File: config.mk
export PLATFORM = sky130hd
export DESIGN_NAME = ycbcr_to_rgb_ctrl
export DESIGN_NICKNAME = d
export VERILOG_FILES = /design/src/rtl/ycbcr_to_rgb_ctrl.sv
export SDC_FILE = /design/constraint.sdc
export NUM_CORES = 1
export LEC_CHECK = 0
export ABC_AREA = 1
export CAP_MARGIN = 20
export CELL_PAD_IN_SITES_DETAIL_PLACEMENT = 0
export CELL_PAD_IN_SITES_GLOBAL_PLACEMENT = 1
export CORE_ASPECT_RATIO = 1.25
export CORE_MARGIN = 10
export CORE_UTILIZATION = 35
export CTS_BUF_LIST = sky130_fd_sc_hd__clkbuf_4
export CTS_CLUSTER_SIZE = 25
export DETAILED_ROUTE_END_ITERATION = 8
export PLACE_DENSITY_LB_ADDON = 0.1
export SYNTH_ARGS = -nofsm -noshare
export SYNTH_HDL_FRONTEND = slang
export SYNTH_SLANG_ARGS = --single-unit
File: constraint.sdc
create_clock -name clk -period 13.7 [get_ports clk]
set_input_delay 2.74 -clock clk [delete_from_list [all_inputs] [get_ports clk]]
set_output_delay 2.74 -clock clk [all_outputs]
set_load 0.05 [all_outputs]
File: src/rtl/ycbcr_to_rgb_ctrl.sv
// ycbcr_to_rgb_ctrl
// Sequencer for the YCbCr->RGB conversion stage. Reads each pixel of the YCbCr
// frame memory and registers the Y/Cb/Cr words onto the converter inputs. It holds
// them for a settle window, then writes the converter results into the RGB frame
// memory. When the last pixel has been written it raises en_mem_RGB for the
// downstream stage.
//
// Ports:
//   clk, rst               - clock, asynchronous active-high reset
//   start                  - begin a frame (sampled in IDLE only)
//   busy, done, en_mem_RGB - frame status: busy level, done pulse, downstream enable
//   rd_en, rd_addr         - YCbCr memory read strobe / address
//   rd_Y, rd_Cb, rd_Cr     - YCbCr read data, valid MEM_LAT cycles after rd_en
//   cv_Y, cv_Cb, cv_Cr     - registered operands to the FP converters
//   cv_R, cv_G, cv_B       - converter results
//   wr_en, wr_ready        - RGB memory write request / accept
//   wr_addr, wr_R/G/B      - RGB write address and registered results
module ycbcr_to_rgb_ctrl #(
    parameter int unsigned NUM_PIX    = 4096,
    parameter int unsigned ADDR_W     = 12,
    parameter int unsigned MEM_LAT    = 1,
    parameter int unsigned SETTLE_CYC = 4
) (
    input  logic              clk,
    input  logic              rst,
    input  logic              start,
    output logic              busy,
    output logic              done,
    output logic              en_mem_RGB,
    output logic              rd_en,
    output logic [ADDR_W-1:0] rd_addr,
    input  logic [31:0]       rd_Y,
    input  logic [31:0]       rd_Cb,
    input  logic [31:0]       rd_Cr,
    output logic [31:0]       cv_Y,
    output logic [31:0]       cv_Cb,
    output logic [31:0]       cv_Cr,
    input  logic [31:0]       cv_R,
    input  logic [31:0]       cv_G,
    input  logic [31:0]       cv_B,
    output logic              wr_en,
    input  logic              wr_ready,
    output logic [ADDR_W-1:0] wr_addr,
    output logic [31:0]       wr_R,
    output logic [31:0]       wr_G,
    output logic [31:0]       wr_B
);

    // One down-counter serves both the LAT and the SET windows.
    localparam int unsigned CNT_MAX = (MEM_LAT > SETTLE_CYC) ? MEM_LAT : SETTLE_CYC;
    localparam int unsigned CNT_W   = (CNT_MAX > 1) ? $clog2(CNT_MAX) : 1;

    localparam logic [ADDR_W-1:0] LAST_PIX = ADDR_W'(NUM_PIX - 1);
    localparam logic [CNT_W-1:0]  LAT_LOAD = CNT_W'(MEM_LAT - 1);
    localparam logic [CNT_W-1:0]  SET_LOAD = CNT_W'(SETTLE_CYC - 1);

    typedef enum logic [2:0] {IDLE, RD, LAT, SET, WR, FIN} state_t;

    state_t            state, state_next;
    logic [ADDR_W-1:0] pix, pix_next;
    logic [CNT_W-1:0]  cnt, cnt_next;
    logic              ld_cv, ld_wr, accept, frame_end;

    always_comb begin
        state_next = state;
        pix_next   = pix;
        cnt_next   = cnt;
        ld_cv      = 1'b0;
        ld_wr      = 1'b0;
        accept     = 1'b0;
        frame_end  = 1'b0;
        unique case (state)
            IDLE: begin
                if (start) begin
                    accept     = 1'b1;
                    pix_next   = '0;
                    state_next = RD;
                end
            end
            RD: begin
                cnt_next   = LAT_LOAD;
                state_next = LAT;
            end
            LAT: begin
                if (cnt == '0) begin
                    ld_cv      = 1'b1;
                    cnt_next   = SET_LOAD;
                    state_next = SET;
                end else begin
                    cnt_next = cnt - CNT_W'(1);
                end
            end
            SET: begin
                if (cnt == '0) begin
                    ld_wr      = 1'b1;
                    state_next = WR;
                end else begin
                    cnt_next = cnt - CNT_W'(1);
                end
            end
            WR: begin
                // Request stays up with stable data until the memory takes it.
                if (wr_ready) begin
                    if (pix == LAST_PIX) begin
                        frame_end  = 1'b1;
                        state_next = FIN;
                    end else begin
                        pix_next   = pix + ADDR_W'(1);
                        state_next = RD;
                    end
                end
            end
            FIN: begin
                state_next = IDLE;
            end
            default: begin
                state_next = IDLE;
            end
        endcase
    end

    always_ff @(posedge clk or posedge rst) begin
        if (rst) begin
            state      <= IDLE;
            pix        <= '0;
            cnt        <= '0;
            busy       <= 1'b0;
            en_mem_RGB <= 1'b0;
            cv_Y       <= '0;
            cv_Cb      <= '0;
            cv_Cr      <= '0;
            wr_R       <= '0;
            wr_G       <= '0;
            wr_B       <= '0;
        end else begin
            state <= state_next;
            pix   <= pix_next;
            cnt   <= cnt_next;
            if (accept) begin
                busy       <= 1'b1;
                en_mem_RGB <= 1'b0;
            end else if (state == FIN) begin
                busy <= 1'b0;
            end
            // Set on the edge into FIN so it rises together with done.
            if (frame_end) begin
                en_mem_RGB <= 1'b1;
            end
            // cv_* only change on capture, keeping converter inputs quiet otherwise.
            if (ld_cv) begin
                cv_Y  <= rd_Y;
                cv_Cb <= rd_Cb;
                cv_Cr <= rd_Cr;
            end
            if (ld_wr) begin
                wr_R <= cv_R;
                wr_G <= cv_G;
                wr_B <= cv_B;
            end
        end
    end

    assign rd_en   = (state == RD);
    assign wr_en   = (state == WR);
    assign done    = (state == FIN);
    assign rd_addr = pix;
    assign wr_addr = pix;

endmodule

== Word-level counts from Yosys, hierarchy flattened ==
Index checks and enable logic that the tools add are counted.

* Register bits after elaboration: 211
* Output and inout port bits: 221

* $add $sub $neg: 2
* Eq/ne operators: 12
* Muxes and demuxes: 25
* Reductions and logical operators: 9

{| class="wikitable"
|+ Operators with widths
! kind !! count
|-
| 12-bit two-way mux || 3
|-
| 12-bit case mux with 2 select lines || 1
|-
| 3-bit two-way mux || 5
|-
| 3-bit case mux with 5 select lines || 1
|-
| 12-bit by 1-bit adder with 12-bit output (second input constant) || 1
|-
| 12-bit equality test (second input constant) || 1
|-
| 1-bit two-way mux || 12
|-
| 2-bit inequality test (second input constant) || 5
|-
| 4-bit AND reduction || 2
|-
| 3-bit by 2-bit equality test with 1-bit output (second input constant) || 2
|-
| 3-bit equality test (second input constant) || 2
|-
| 2-bit case mux with 3 select lines || 1
|-
| 2-bit nonzero test || 3
|-
| 2-bit two-way mux || 2
|-
| 3-bit by 1-bit equality test with 1-bit output (second input constant) || 1
|-
| 3-bit logical NOT || 1
|-
| 3-bit nonzero test || 1
|-
| 2-bit logical NOT || 1
|-
| 2-bit by 1-bit inequality test with 1-bit output (second input constant) || 1
|-
| 2-bit AND reduction || 1
|-
| 2-bit by 1-bit subtractor with 2-bit output (second input constant) || 1
|}

== Logic depth before layout (Yosys ltp) ==
Gate-level depths: netlist (run 1).

* Depth in word-level cells: 5
* Gate-level depth with buffers: 9

== Worst setup path after synthesis (run 1) ==
OpenSTA, ideal clock, no wires.

* Path kind: register to output
* From: register state[1]
* To: output port done
* Arrival time: 1.624 ns
* Data required time: 10.960 ns
* Path slack: 9.336 ns
* Stages on the path, launching flop included: 3
* Buffers on the path: 1
* Cell sequence: dfrtp_1 -> buf_2 -> nor3_1

* Cells in the longest elaborated chain, start to end: 1

{| class="wikitable"
|+ Ends and longest elaborated chain
! what !! line !! text
|-
| from (decl) || 59 || <nowiki>state_t state, state_next;</nowiki>
|-
| from (signal assigned) || 136 || <nowiki>state <= state_next;</nowiki>
|-
| 3-bit equality test || 165 || <nowiki>assign done = (state == FIN);</nowiki>
|-
| to (decl) || 28 || <nowiki>output logic done,</nowiki>
|}

Every way passes these cells.

== Worst setup path after layout (run 1) ==
* From: register state[1]
* To: output port wr_en

* Cells in the longest elaborated chain, start to end: 1

{| class="wikitable"
|+ Ends and longest elaborated chain
! what !! line !! text
|-
| 3-bit equality test || 164 || <nowiki>assign wr_en = (state == WR);</nowiki>
|-
| to (decl) || 41 || <nowiki>output logic wr_en,</nowiki>
|}

Every way passes these cells.

==> out/results.ini, run 1 <==
[timing]
final.period_utilization=0.413
slew_viol_final=0
rsz0062_at_grt=no
relSlewSlack=0.431
whs_ns=0.480
hold_viol_final=0
tightest_slew_ns=0.853
finClkSkew_ns=0.0316
setup-tns-final_ns=0
setup_viol=0
timing.fmax_mhz=177
finalCriticalPeriod_ns=5.65

[power_and_ir_drop]
power.density_mw_per_mm2=297
combPwrFrac=0.598
ir_drop_uv=201
p_int_mw=2.11
clkPwrFrac=0.132
p_leak_nw=5.82
seq_power_share=0.270
switching_share=0.476
p_switching_mw=1.92

[clock_tree]
cts.repair.resized=0
clock-sinks=211
clk_pin_slew_ns=0.06
clk_latency_ns=0.66
clockBufferDepth=3
cts_tree=done
cts_root_buffer=clkbuf_4
numCtsBuffers=56
cts-hold-fix-buffers=0
post_cts_buffers=0
ctsHtreeMaxLevel=2

[worst_setup_path]
r2r_setup_slack_ns=11.11
regToRegEndpoint=cv_Y[29]$_DFFE_PP0P_
crit_slowest_cell=clkdlybuf4s50_1
cpPeakStageDelay_ns=0.92
ff2ff_path_depth=6
end_kind=primary output
cp-start-kind=register
cp.depth=4
cp_max_fo=13
worstPathRequired_ns=10.96
critical_path_class=reg2out
rr_startpoint=state[2]$_DFFE_PP0P_
cp_cell_sequence=nor2_1 > inv_1 > nor2_2 > clkdlybuf4s50_1
path_buf_inv=2
arrival_ns=2.91
cp_top_family=buffers and inverters

[floorplanning]
fp.dieArea_mm2=0.0309
core_area_mm2=0.0238
io_pins=417
row_count=63
die_h_um=194
start_util=0.357
die_w_um=159

[synthesis]
synth_flop_cell=dfrtp_1
syn_nets=774
syn-cell-area_mm2=0.00849
yosysMostFrequentCell=dfrtp_1
synth.area.top_cells=dfrtp_1, mux2_2, mux2_4, mux2_1, nand2_1
synth_top_area_share=0.622
synth.avg_cell_area_um2=14.7
synth.distinct_cells=28
synthArstFlopShare=1.00
synthCells=576
ys_ff_latch=211
seq_area_frac_synth=0.622
synth_top_cell_by_area=dfrtp_1
synth_warnings=0
synth_edf_count=0
synth_common_cells=dfrtp_1, mux2_2, nand2_1, mux2_4, mux2_1

[final_layout]
synthToLayoutAreaGrowth_pct=59.4
drive_gt1_frac=0.249
n_fill_cell=2036
nets=1216
design_area_mm2=0.0135

[placed_design]
dpl-instance-area_mm2=0.0129
place_congestion=0.777
dp_hpwl_mm=21.9
portBuffers=416

[global_route]
antenna_found_initial=3
grt_usage=0.181
grt_pass1_wl_mm=43.1
grt_max_degree=107
grt_overflow=0
grt_pass1_vias=6816

[hold_path]
whs_path_depth=2
worst_hold_path.endpoint=cnt[1]$_DFFE_PP0P_
min-delay-start=cnt[1]$_DFFE_PP0P_
hold_path_class=reg2reg

[route]
first_pass_iters=4
post-route-drc-count=0
avgRoutedWirePerCell_um=20.7
vias=6237
vias_per_cell=4.51
antenna_left=0
drt_iter0_markers=182
wl_mm=28.7

[run_status]
status=finished clean

[flow_run]
max_cap_violations=0

[routing by layer]
metal	wire, um	track usage	share of wire
met2	14600	0.314	0.51
met1	9740	0.174	0.34
met5	0	0	0
met4	606	0.0589	0.021
met3	3710	0.107	0.13
[power by group through the flow]
| stage | logic, mW | clock network (mW) | registers (mW) |
|---|---|---|---|
| after floorplan | 0.568 | 0 | 2.12 |
| after global placement | 2.44 | 0 | 1.08 |
| after detailed placement | 2.44 | 0 | 1.10 |
| after CTS | 2.45 | 0.558 | 1.09 |
| after global routing | 2.51 | 0.585 | 1.13 |
| final | 2.41 | 0.530 | 1.09 |
[cells in the final DEF, fill, tap and decap left out, drive strengths merged]
cell type and instances:
clkdlybuf4s50 416, dfrtp 211, mux2 192, clkbuf 85, nand2 49, nand3 22, inv 17, nor2 15
o21ai 13, clkinv 8, nand4 6, buf 4, diode 3, or2 3, nor3 2, nand3b 2
ha 2, o31ai 1, o22ai 1, o21bai 1, o21a 1, a21o 1, a21oi 1, clkinvlp 1
[cell type report]
type / instances / area, um^2 / area share
diodes: 3 / 7.51 / 0.000554
clock buffers: 85 / 638 / 0.0471
clock inverters: 9 / 37.5 / 0.00277
inverters: 17 / 73.8 / 0.00545
multi-input cells: 312 / 2910 / 0.215
flip-flops and latches: 211 / 5280 / 0.390
well taps: 325 / 407 / 0.0300
repair buffers: 420 / 4190 / 0.310
[state kept, by name, indices dropped and copies added (netlist names)]
register    count
cv_Cb          32
cv_Cr          32
cv_Y           32
wr_B           32
wr_G           32
wr_R           32
rd_addr        12
state           3
cnt             2
busy            1
en_mem_RGB      1
[worst max-delay path by stage]
stage / to / from / slack, ns
floorplan: busy$_DFFE_PP0P_ / rst / 5.19
global placement: wr_en / state[1]$_DFFE_PP0P_ / 8.73
detailed placement: wr_en / state[1]$_DFFE_PP0P_ / 8.72
CTS: wr_en / state[1]$_DFFE_PP0P_ / 7.98
global route: wr_en / state[1]$_DFFE_PP0P_ / 7.87
finish: wr_en / state[1]$_DFFE_PP0P_ / 8.05
[worst register-to-register path, delay by kind of cell (launching register included)]
kind	cells	cell delay, ns
multiplexers	1	0.47
AND/OR/NAND/NOR	3	0.66
flip-flops	1	0.49
buffers and inverters	2	0.88
[cell families after synthesis]
group,share of synthesized area
buffers and inverters,0.0380
flip-flops,0.622
multiplexers,0.272
AO/OA/AOI/OAI,0.0125
adder cells (fa/ha/maj),0.00295
AND/OR/NAND/NOR,0.0527
[per-stage QoR]
step	power, mW	instances	worst slack (ns)	util
2_1_floorplan	2.69	576	5.19	-
3_3_place_gp	3.52	1285	8.73	0.540
3_5_place_dp	3.54	1285	8.72	0.540
4_1_cts	4.10	1379	7.98	0.569
5_1_grt	4.23	1381	7.87	0.569
6_report	4.03	1382	8.05	0.569
No activity file was read; power rests on OpenSTA's default activity.
==> run 2: changes to the inputs <==
--- a/config.mk
+++ b/config.mk
@@ -11,7 +11,7 @@
 export CELL_PAD_IN_SITES_GLOBAL_PLACEMENT = 1
 export CORE_ASPECT_RATIO = 1.25
 export CORE_MARGIN = 10
-export CORE_UTILIZATION = 35
+export CORE_UTILIZATION = 32
 export CTS_BUF_LIST = sky130_fd_sc_hd__clkbuf_4
 export CTS_CLUSTER_SIZE = 25
 export DETAILED_ROUTE_END_ITERATION = 8
==> constraint.sdc (replaced) <==
create_clock -name clk -period 5.73 [get_ports clk]
set_input_delay 1.146 -clock clk [delete_from_list [all_inputs] [get_ports clk]]
set_output_delay 1.146 -clock clk [all_outputs]
set_load 0.05 [all_outputs]
==> out/results.ini, run 2 (synthesis gave the netlist of run 1 again) <==
[global_route]
grt_overflow=0  ; unchanged
grt_pass1_vias=6740  ; -1.1%
antenna_found_initial=2  ; -1
grt_usage=0.165  ; -0.0160
grt_max_degree=165  ; +54%
grt_pass1_wl_mm=43.2  ; +0.31%

[floorplanning]
fp.dieArea_mm2=0.0335  ; +8.3%
start_util=0.326  ; -0.0313
die_h_um=202  ; +4.1%
core_area_mm2=0.0261  ; +9.6%
row_count=66  ; +4.8%
die_w_um=166  ; +4.0%
io_pins=417  ; unchanged

[route]
drt_iter0_markers=182  ; unchanged
first_pass_iters=4  ; unchanged
antenna_left=0  ; unchanged
vias_per_cell=4.45  ; -1.3%
vias=6218  ; -0.30%
avgRoutedWirePerCell_um=20.5  ; -1.1%
wl_mm=28.6  ; about the same
post-route-drc-count=0  ; unchanged

[clock_tree]
numCtsBuffers=57  ; +1.8%
cts_root_buffer=clkbuf_4
cts_tree=done
cts.repair.resized=0  ; unchanged
clk_pin_slew_ns=0.06  ; about the same
clockBufferDepth=3  ; unchanged
post_cts_buffers=0  ; unchanged
cts-hold-fix-buffers=0  ; unchanged
ctsHtreeMaxLevel=2  ; unchanged
clk_latency_ns=0.67  ; about the same
clock-sinks=211  ; unchanged

[final_layout]
n_fill_cell=2360  ; +16%
nets=1217  ; +0.082%
synthToLayoutAreaGrowth_pct=59.8
drive_gt1_frac=0.252  ; +0.00380
layout_common_cells=clkdlybuf4s50_1, dfrtp_1, mux2_2
final_common_cell=clkdlybuf4s50_1

[placed_design]
place_congestion=0.766  ; -1.4%
post-place-ws_ns=2.35  ; -6.37 ns
portBuffers=416  ; unchanged
dp_hpwl_mm=21.6  ; -1.4%

[power_and_ir_drop]
ir_drop_uv=374  ; +86%
power.density_mw_per_mm2=710  ; +140%
p_leak_nw=5.83  ; +0.17%

[timing]
slew_viol_final=0  ; unchanged
finClkSkew_ns=0.0503  ; +0.0187 ns
relSlewSlack=0.334  ; -0.0968
rsz0062_at_grt=no
setup_viol=0  ; unchanged
tightest_slew_ns=0.999  ; +0.145 ns
hold_viol_final=0  ; unchanged
timing.fmax_mhz=248
setup_ws_ns=1.70  ; -6.34 ns
final.period_utilization=0.703
finalCriticalPeriod_ns=4.03
setup-tns-final_ns=0  ; unchanged

[hold_path]
hold_path_class=reg2reg

[worst_setup_path]
end_kind=primary output
critical_path_class=reg2out
cp_max_fo=13  ; unchanged
cp-start-kind=register
arrival_ns=2.88  ; -0.03 ns
worstPathRequired_ns=4.58  ; -6.38 ns

[run_status]
status=finished clean

[flow_run]
max_cap_violations=0  ; unchanged

==> run 2: changes by cell type in the layout (fill, tap and decap cells not counted), sizes merged <==
cell,change
clkinvlp,+1
diode,-1
clkinv,-4
inv,+1
clkbuf,+2
==> run 2: area by class of cell <==
type / instances / area [um^2] / share of cell area
timing repair buffer: 420 / 4210 / 0.310
antenna: 2 / 5.00 / 0.000369
inverter: 17 / 70.1 / 0.00516
clock buffer: 87 / 653 / 0.0481
multi-input combinational: 312 / 2910 / 0.214
tap: 340 / 425 / 0.0313
clock inverter: 7 / 30.0 / 0.00221
sequential: 211 / 5280 / 0.389
==> run 2: power breakdown <==
| group | switching, mW | internal (mW) |
|---|---|---|
| registers | 0.363 | 2.22 |
| clock network | 0.611 | 0.679 |
| logic | 3.60 | 2.16 |
==> run 2: per-stage QoR <==
stage,instance area [um^2],power (mW),utilization,std cells,hold slack (ns)
after global placement,12900,8.41,0.494,1300,0.470
after CTS,13600,9.80,0.520,1394,0.493
after floorplan,8500,6.43,-,576,0.452
after global routing,13600,10.1,0.520,1396,0.501
final,13600,9.64,0.520,1396,0.489
after detailed placement,12900,8.44,0.494,1300,0.479
==> run 2: worst paths after layout <==
check                      cells after the start                 start               endpoint  slack [ns]
max                                            4  state[0]$_DFFE_PP0P_                  wr_en        1.70
min                                            1  wr_G[11]$_DFFE_PP0P_   wr_G[11]$_DFFE_PP0P_        0.49
max reg2reg                                    6  state[2]$_DFFE_PP0P_   cv_Y[26]$_DFFE_PP0P_        3.12
min reg2reg                                    1  wr_G[11]$_DFFE_PP0P_   wr_G[11]$_DFFE_PP0P_        0.49
max in group asynchronous                      3                   rst    wr_G[8]$_DFFE_PP0P_        3.84
min in group asynchronous                      3                   rst  cv_Cr[19]$_DFFE_PP0P_        1.05
==> run 2: critical path, cell delays in order, from the launching register on <==
cell             delay (ns)
dfrtp_1                0.46
nor2_1                 0.26
inv_1                  0.11
nor2_2                 0.45
clkdlybuf4s50_1        0.92
==> run 2: routing by layer <==
metal,share of wire,track usage,vias up
li1,-,-,2885
met2,0.53,0.294,275
met4,0.014,0.0434,2
met3,0.11,0.0858,36
met5,0.00063,0,-
met1,0.35,0.164,3020
